**config.mk**
```make
export PLATFORM = sky130hd
export DESIGN_NAME = opb_register_simulink2ppc_snap
export DESIGN_NICKNAME = d
export VERILOG_FILES = /design/src/rtl/opb_register_simulink2ppc_snap_pkg.sv /design/src/rtl/opb_register_simulink2ppc_snap_ack_fsm.sv /design/src/rtl/opb_register_simulink2ppc_snap.sv
export SDC_FILE = /design/constraint.sdc
export NUM_CORES = 1
export LEC_CHECK = 0
export ABC_AREA = 1
export BUFFER_PORTS_ARGS = -buffer_cell sky130_fd_sc_hd__buf_2
export CAP_MARGIN = 20
export CORE_MARGIN = 2
export CORE_UTILIZATION = 53
export DETAILED_ROUTE_END_ITERATION = 7
export GPL_TIMING_DRIVEN = 0
export PLACE_DENSITY = 0.8
export SYNTH_ARGS = -nofsm -noshare
export SYNTH_HDL_FRONTEND = slang
export SYNTH_SLANG_ARGS = --single-unit
```
**constraint.sdc**
```tcl
create_clock -name OPB_Clk -period 1.9 [get_ports OPB_Clk]
set_input_delay 0.285 -clock OPB_Clk [delete_from_list [all_inputs] [get_ports OPB_Clk]]
set_output_delay 0.285 -clock OPB_Clk [all_outputs]
set_load 0.01 [all_outputs]
```
**src/rtl/opb_register_simulink2ppc_snap_pkg.sv**
```systemverilog
// Shared definitions for the simulink-to-PPC snapshot register:
// word map, STATUS layout and OPB slave FSM states.
package opb_register_simulink2ppc_snap_pkg;

  localparam logic [1:0] WORD_DATA   = 2'd0;
  localparam logic [1:0] WORD_STATUS = 2'd1;
  localparam logic [1:0] WORD_COUNT  = 2'd2;

  localparam int STATUS_FRESH_BIT = 0;
  localparam int STATUS_OVR_LSB   = 16;
  localparam int OVR_W            = 16;

  typedef enum logic [1:0] {
    ST_IDLE = 2'd0,
    ST_ACK  = 2'd1,
    ST_GAP  = 2'd2
  } slv_state_e;

  // Transfer attributes captured when the slave accepts a transfer.
  typedef struct packed {
    logic [1:0] word;
    logic       rnw;
    logic       be_any;
  } opb_req_t;

  function automatic logic [31:0] status_word(input logic [OVR_W-1:0] ovr,
                                              input logic fresh);
    logic [31:0] s;
    s = '0;
    s[STATUS_OVR_LSB +: OVR_W] = ovr;
    s[STATUS_FRESH_BIT]        = fresh;
    return s;
  endfunction

endpackage

```
**src/rtl/opb_register_simulink2ppc_snap_ack_fsm.sv**
```systemverilog
// OPB address decode and the IDLE/ACK/GAP handshake: one registered ack
// per hit transfer, followed by a dead cycle so a held select is not re-acked.
module opb_slave_ack_fsm
  import opb_register_simulink2ppc_snap_pkg::*;
#(
  parameter logic [31:0] C_BASEADDR   = 32'h01180100,
  parameter logic [31:0] C_HIGHADDR   = 32'h011801FF,
  parameter int          C_OPB_AWIDTH = 32
) (
  input  logic                    clk_i,
  input  logic                    rst_ni,
  input  logic [0:C_OPB_AWIDTH-1] addr_i,
  input  logic                    select_i,
  input  logic                    rnw_i,
  input  logic                    be_any_i,
  output logic                    start_o,
  output logic                    xfer_ack_o,
  output opb_req_t                req_o
);

  slv_state_e state_q;
  logic       ack_q;
  opb_req_t   req_q;
  logic       hit;

  assign hit     = (addr_i >= C_BASEADDR) && (addr_i <= C_HIGHADDR);
  assign start_o = (state_q == ST_IDLE) && select_i && hit;

  always_ff @(posedge clk_i) begin
    if (!rst_ni) begin
      state_q <= ST_IDLE;
      ack_q   <= 1'b0;
      req_q   <= '0;
    end else begin
      case (state_q)
        ST_IDLE: begin
          ack_q <= 1'b0;
          if (start_o) begin
            state_q <= ST_ACK;
            ack_q   <= 1'b1;
            // Bits [28:29] of the big-endian address select the word.
            req_q   <= '{word: addr_i[C_OPB_AWIDTH-4 +: 2], rnw: rnw_i, be_any: be_any_i};
          end
        end
        ST_ACK: begin
          state_q <= ST_GAP;
          ack_q   <= 1'b0;
        end
        ST_GAP: begin
          state_q <= ST_IDLE;
          ack_q   <= 1'b0;
        end
        default: begin
          state_q <= ST_IDLE;
          ack_q   <= 1'b0;
        end
      endcase
    end
  end

  assign xfer_ack_o = ack_q;
  assign req_o      = req_q;

endmodule

```
**src/rtl/opb_register_simulink2ppc_snap.sv**
```systemverilog
// Publishes a fabric word to the PPC over OPB: DATA snapshot, STATUS
// (fresh flag + overrun count) and a free-running capture counter.
module opb_register_simulink2ppc_snap
  import opb_register_simulink2ppc_snap_pkg::*;
#(
  parameter logic [31:0] C_BASEADDR   = 32'h01180100,
  parameter logic [31:0] C_HIGHADDR   = 32'h011801FF,
  parameter int          C_OPB_AWIDTH = 32,
  parameter int          C_OPB_DWIDTH = 32,
  parameter string       C_FAMILY     = "virtex6"
) (
  input  logic                      OPB_Clk,
  input  logic                      OPB_Rst_n,
  input  logic [0:C_OPB_AWIDTH-1]   OPB_ABus,
  input  logic [0:C_OPB_DWIDTH/8-1] OPB_BE,
  input  logic [0:C_OPB_DWIDTH-1]   OPB_DBus,
  input  logic                      OPB_RNW,
  input  logic                      OPB_select,
  input  logic                      OPB_seqAddr,
  output logic [0:C_OPB_DWIDTH-1]   Sl_DBus,
  output logic                      Sl_errAck,
  output logic                      Sl_retry,
  output logic                      Sl_toutSup,
  output logic                      Sl_xferAck,
  input  logic [31:0]               user_data_in,
  input  logic                      user_valid,
  output logic                      user_rd_ack
);

  localparam bit unused_family = (C_FAMILY == "");

  logic     start;
  logic     xfer_ack;
  opb_req_t req;

  opb_slave_ack_fsm #(
    .C_BASEADDR  (C_BASEADDR),
    .C_HIGHADDR  (C_HIGHADDR),
    .C_OPB_AWIDTH(C_OPB_AWIDTH)
  ) u_fsm (
    .clk_i     (OPB_Clk),
    .rst_ni    (OPB_Rst_n),
    .addr_i    (OPB_ABus),
    .select_i  (OPB_select),
    .rnw_i     (OPB_RNW),
    .be_any_i  (|OPB_BE),
    .start_o   (start),
    .xfer_ack_o(xfer_ack),
    .req_o     (req)
  );

  logic [31:0]      holding_q, holding_d;
  logic             fresh_q, fresh_d;
  logic [31:0]      cnt_q, cnt_d;
  logic [OVR_W-1:0] ovr_q, ovr_d;
  logic [31:0]      rdata_q, rd_val;
  logic             data_rd_ack, status_clr;

  assign data_rd_ack = xfer_ack && req.rnw && (req.word == WORD_DATA);
  assign status_clr  = xfer_ack && !req.rnw && (req.word == WORD_STATUS) && req.be_any;

  always_comb begin
    holding_d = holding_q;
    fresh_d   = fresh_q;
    cnt_d     = cnt_q;
    ovr_d     = ovr_q;
    if (data_rd_ack) fresh_d = 1'b0;
    if (user_valid) begin
      holding_d = user_data_in;
      fresh_d   = 1'b1;
      cnt_d     = cnt_q + 32'd1;
      // A capture landing on the consuming read is not an overrun.
      if (fresh_q && !data_rd_ack && (ovr_q != '1)) ovr_d = ovr_q + 1'b1;
    end
    if (status_clr) ovr_d = '0;
  end

  always_comb begin
    rd_val = '0;
    case (OPB_ABus[C_OPB_AWIDTH-4 +: 2])
      WORD_DATA:   rd_val = holding_q;
      WORD_STATUS: rd_val = status_word(ovr_q, fresh_q);
      WORD_COUNT:  rd_val = cnt_q;
      default:     rd_val = '0;
    endcase
  end

  always_ff @(posedge OPB_Clk) begin
    if (!OPB_Rst_n) begin
      holding_q <= '0;
      fresh_q   <= 1'b0;
      cnt_q     <= '0;
      ovr_q     <= '0;
      rdata_q   <= '0;
    end else begin
      holding_q <= holding_d;
      fresh_q   <= fresh_d;
      cnt_q     <= cnt_d;
      ovr_q     <= ovr_d;
      // Loaded only on acceptance, so the bus is non-zero only during ACK.
      rdata_q   <= start ? rd_val : '0;
    end
  end

  assign Sl_DBus     = rdata_q;
  assign Sl_xferAck  = xfer_ack;
  assign user_rd_ack = data_rd_ack;
  assign Sl_errAck   = 1'b0;
  assign Sl_retry    = 1'b0;
  assign Sl_toutSup  = 1'b0;

  logic unused_ok;
  assign unused_ok = ^{OPB_seqAddr, OPB_DBus, unused_family};

endmodule

```
Yosys cells after proc, flatten, opt, wreduce, memory -nomap -nowiden
Index checks and enable logic that the tools add are counted.

storage, ports and cells
  output and inout bits = 37
  input port bits = 106
  bits in registers = 120
  logic and storage cells = 49

operators by class
  reductions and logical operators = 22
  equal/unequal tests = 6
  add/subtract/negate cells = 2
  mux-type cells = 6
  $lt $le $gt $ge = 2
  bitwise logic cells = 1

operators by type and width
  kind                                                                      number
  32-bit one-hot mux with 3 select lines                                    1
  32-bit by 1-bit adder with 32-bit output (second input constant)          1
  32-bit by 25-bit >= comparator with 1-bit output (second input constant)  1
  32-bit by 25-bit <= comparator with 1-bit output (second input constant)  1
  16-bit by 1-bit adder with 16-bit output (second input constant)          1
  16-bit != test (second input constant)                                    1
  1-bit logical AND                                                         10
  2-bit AND reduction                                                       4
  2-bit by 1-bit == test with 1-bit output (second input constant)          3
  2-bit zero test                                                           3
  2-bit one-hot mux with 2 select lines                                     1
  4-bit OR reduction                                                        1
  1-bit 2-to-1 mux                                                          3
  2-bit == test (second input constant)                                     1
  1-bit zero test                                                           2
  2-bit 2-to-1 mux                                                          1
  2-bit != test (second input constant)                                     1
  2-bit nonzero test                                                        1
  2-bit OR reduction                                                        1
  1-bit NOT                                                                 1

Depth between registers and ports, before layout
  depth after elaboration = 6
  gate-level depth with buffers = 10
  depth with buffers taken out = 10

By module
From an unflattened synthesis, not the netlist that was laid out.

unflattened totals
  cell total of the unflattened synthesis = 843
  area, all modules = 5,601.6 µm²

by module, submodules not included
  module                          cells an instance  times used  seq. area each (µm²)  area each (µm²)
  opb_register_simulink2ppc_snap  745                1           2,262.2               5,069.9
  opb_slave_ack_fsm               98                 1           140.1                 531.8

Worst setup path before layout
No wires, ideal clock.

  path kind = register to register
  start = register ovr_q[0]
  end = register ovr_q[12]
  setup slack = 369 ps
  cell stages (with the launch flop) = 9
  data required time = 1,834 ps
  data arrival time = 1,465 ps
  path buffers = 1
  cell sequence = dfxtp_1 ha_1 inv_1 nor2_4 nand4_2 o21ai_4 buf_6 nand2_1 a21oi_2

between the ends
  longest elaborated chain between the ends = 3

ends and longest elaborated chain
  what                                                                                              RTL line                              source
  start: declaration                                                                                opb_register_simulink2ppc_snap.sv:55  logic [OVR_W-1:0] ovr_q, ovr_d;
  start signal: assignment                                                                          opb_register_simulink2ppc_snap.sv:99  ovr_q <= ovr_d;
  parallel branches: the longest is 3 deep, another holds 16-bit by 1-bit adder with 16-bit output  --

Parallel ways; which one is timed is not known.
A chain may end at the register's enable or synchronous reset.

Worst setup path after layout
  start = register ovr_q[0]
  end = register ovr_q[7]

Same word-level chain as after synthesis.

==> impl_metrics.tcl <==
set metrics [dict create \
    wl_per_cell_um 14.82 \
    top_layer "met4" \
    initial_utilization_pct 54.84 \
    max_freq_mhz 573.4 \
    stdcell_count 1060 \
    yosysWarnings 0 \
    setup_tns_ns 0 \
    grtUsageTotal_pct 29.03 \
    swShare_pct 22.23 \
    drc 0 \
    area_delta_synth_final_pct 28.93 \
    core_um2 9819 \
    die_h_um 104.8 \
    required_ns 2.37 \
    grt_setup_unrepaired "false" \
    netlist_instances 769 \
    cp_max_fo 10 \
    synthXorXnorAreaFrac_pct 2.765 \
    grt_start_max_net_pins 17 \
    finalCritPeriodShare_pct 91.78 \
    maxSlewHeadroom_pct 57.62 \
    drt_iter0_markers 583 \
    cp_num_cells 8 \
    reg2reg_depth 8 \
    ios 143 \
    fin_nets 1022 \
    muxShareOfSynthArea_pct 0 \
    drive_gt1_share_pct 19.53 \
    clk_latency_ns 0.54 \
    syn_area_per_cell_um2 7.003 \
    clk_pin_slew_ns 0.06 \
    synth_edf_count 0 \
    routabilityCongestion 0.9428 \
    overflow 0 \
    synthSimpleGateAreaFrac_pct 32.20 \
    startpoint_type "register" \
    numPortBuffers 99 \
    ys_async_sr_fraction_pct 0 \
    ys_seq_elements 120 \
    met2WireLength_um 7263 \
    pwr-share-clk_pct 52.9 \
    cts_buffer_depth 2 \
    slowest_delay_ns 0.39 \
    fin_crit_ns 1.744 \
    post-dp-hpwl_um 10760 \
    cp-end-kind "register" \
    powerDensity_nw_per_um2 912.4 \
    intPower_uw 4926 \
    synth_top_family_by_area "simple AND/OR/NAND/NOR gates" \
    grt_pass1_wl_um 25360 \
    diodes 0 \
    tritoncts "yes" \
    hp-class "input pin to register" \
    hold_violations 0 \
    drv_slew 0 \
    synth_seq_area_share_pct 44.61 \
    via_count 5664 \
    cts_root_buffer "clkbuf_8" \
    viasPerCell 5.343 \
    p_leak_uw 0.002773 \
    cts_sinks 120 \
    grt_pass1_vias 5244 \
    vdd_drop_max_mv 0.5856 \
    ys.flop_type "dfxtp_1" \
    worstPathArrival_ns 2.21 \
    drt_wl_total_um 15710 \
    die_w_um 104.8 \
    cts_made_buffers 17 \
    seqPwrFrac_pct 41.2 \
    combPwrFrac_pct 5.9 \
    antenna_found_initial 0 \
    die-area_um2 10980 \
    crit_family "simple AND/OR/NAND/NOR gates" \
    crit_type "register to register" \
    worst_slew_pin_slew_ns 0.6356 \
    row_count 36 \
    dp.cells 1003 \
    wl_met1_um 6708 \
    drtAntennaViolNets 0 \
    hold_path_depth 3 \
    setup_violations 0 \
    synth-adder-area-share_pct 0.4647 \
    syn_area_um2 5385 \
    slowest_stage "dfxtp_2" \
    status "completed" \
    switching_power_uw 1409 \
    max-cap-violations 0 \
    dr.pass1.iters 5 \
    yosys.cell_types.count 38 \
    cp_num_buf_inv 2 \
    skew_ns 0.01024 \
    wl_met3_um 1387 \
    ctsHtreeMaxLevel 4 \
    path_cells "ha_2, inv_1, nor2_4, nand4_2, o21ai_4, buf_6, nand2_1, a21oi_2" \
    synth_compound_area_share_pct 13.36 \
]
==> worst paths after layout <==
kind | start | end | slack (ns)
worst min-delay path | user_data_in[31] | holding_q[31] | 0.01
worst max register to register | ovr_q[0] | ovr_q[7] | 0.16
worst min register to register | u_fsm.state_q[1] | u_fsm.state_q[1] | 0.41
worst max-delay path | ovr_q[0] | ovr_q[7] | 0.16
==> tightest hold or removal path, stage by stage <==
cell and delay (ns):
buf_2 0.08, nor2_1 0.04, nor2_1 0.10
==> cells in the mapped netlist (6+ instances only) <==
master / n / area (um^2)
a21oi_1: 52 / 260.3
a21oi_2: 10 / 87.58
clkbuf_1: 14 / 52.55
dfxtp_1: 120 / 2402
inv_1: 48 / 180.2
nand2_1: 173 / 649.4
nand3_1: 26 / 130.1
nand4_1: 12 / 75.07
nor2_1: 179 / 671.9
nor2_2: 7 / 43.79
nor3_1: 6 / 30.03
o21ai_0: 48 / 240.2
xor2_1: 13 / 113.9
==> per-layer routing <==
| metal | up-vias | global-route usage [%] |
|---|---|---|
| met5 | - | 0 |
| met4 | 0 | 13.05 |
| met3 | 35 | 5.802 |
| met2 | 313 | 47.08 |
| met1 | 2560 | 37.33 |
| li1 | 2756 | - |
==> power by group through the flow <==
stage / Clock, uW / Combinational, uW / Sequential (uW)
after global routing: 3490 / 409 / 2610
after global placement: 0 / 312 / 2660
final: 3350 / 375 / 2610
after floorplan: 0 / 188 / 2650
after detailed placement: 0 / 317 / 2660
after CTS: 3350 / 361 / 2610
==> flip-flops by register name, summed over array words and instances (netlist names) <==
name / count
fresh_q: 1
u_fsm.req_o: 4
holding_q: 32
cnt_q: 32
ovr_q: 16
u_fsm.state_q: 2
u_fsm.xfer_ack_o: 1
Sl_DBus: 32
==> what timing repair did <==
action,4_1_cts,5_1_grt
hold endpoints to repair,24,0
gates resized for setup,0,7
setup endpoints to repair,0,15
buffers inserted,0,1
hold buffers,24,0
==> through the flow <==
stage | power [uW] | util, % | hold WS (ns) | setup slack (ns) | area (um^2)
floorplan | 2836 | - | 0.3902 | 0.3693 | 5393
global placement | 2970 | 61.66 | 0.3984 | 0.1134 | 6055
detailed placement | 2976 | 61.66 | 0.4031 | 0.07319 | 6055
CTS | 6321 | 70.40 | 0.002129 | 0.03286 | 6913
global route | 6513 | 70.71 | 0.02635 | 0.04285 | 6943
finish | 6335 | 70.71 | 0.009559 | 0.1561 | 6943
==> kinds of logic after synthesis <==
family | Yosys count
buffers and inverters | 83
XOR/XNOR | 17
flip-flops | 120
other | 1
AND/OR/NAND/NOR | 420
adder cells (fa/ha/maj) | 2
AO/OA/AOI/OAI | 126
==> layout by cell type (no fill, tap or decap), types with 6 or more instances in the layout <==
cell             n
nand3_1         25
nor2_2           6
nor3_1           6
a21oi_1         52
clkbuf_1        15
buf_2          104
clkbuf_16       16
xor2_1          13
dlygate4sd3_1   24
dfxtp_1        118
nand2_1        173
nor2_1         178
buf_4            6
o21ai_0         48
nand4_1         12
inv_1           48
a21oi_2         10
==> area by class of cell <==
type	count	area (um^2)
Clock buffer	20	445.4
Inverter	52	195.2
Multi-Input combinational cell	568	2659
Buffer	31	156.4
Sequential cell	120	2405
Tap cell	133	166.4
Timing Repair Buffer	124	743.2
Clock inverter	12	172.7
Fill cell	786	2877
Note: power is estimated with default switching activity, not from simulation.
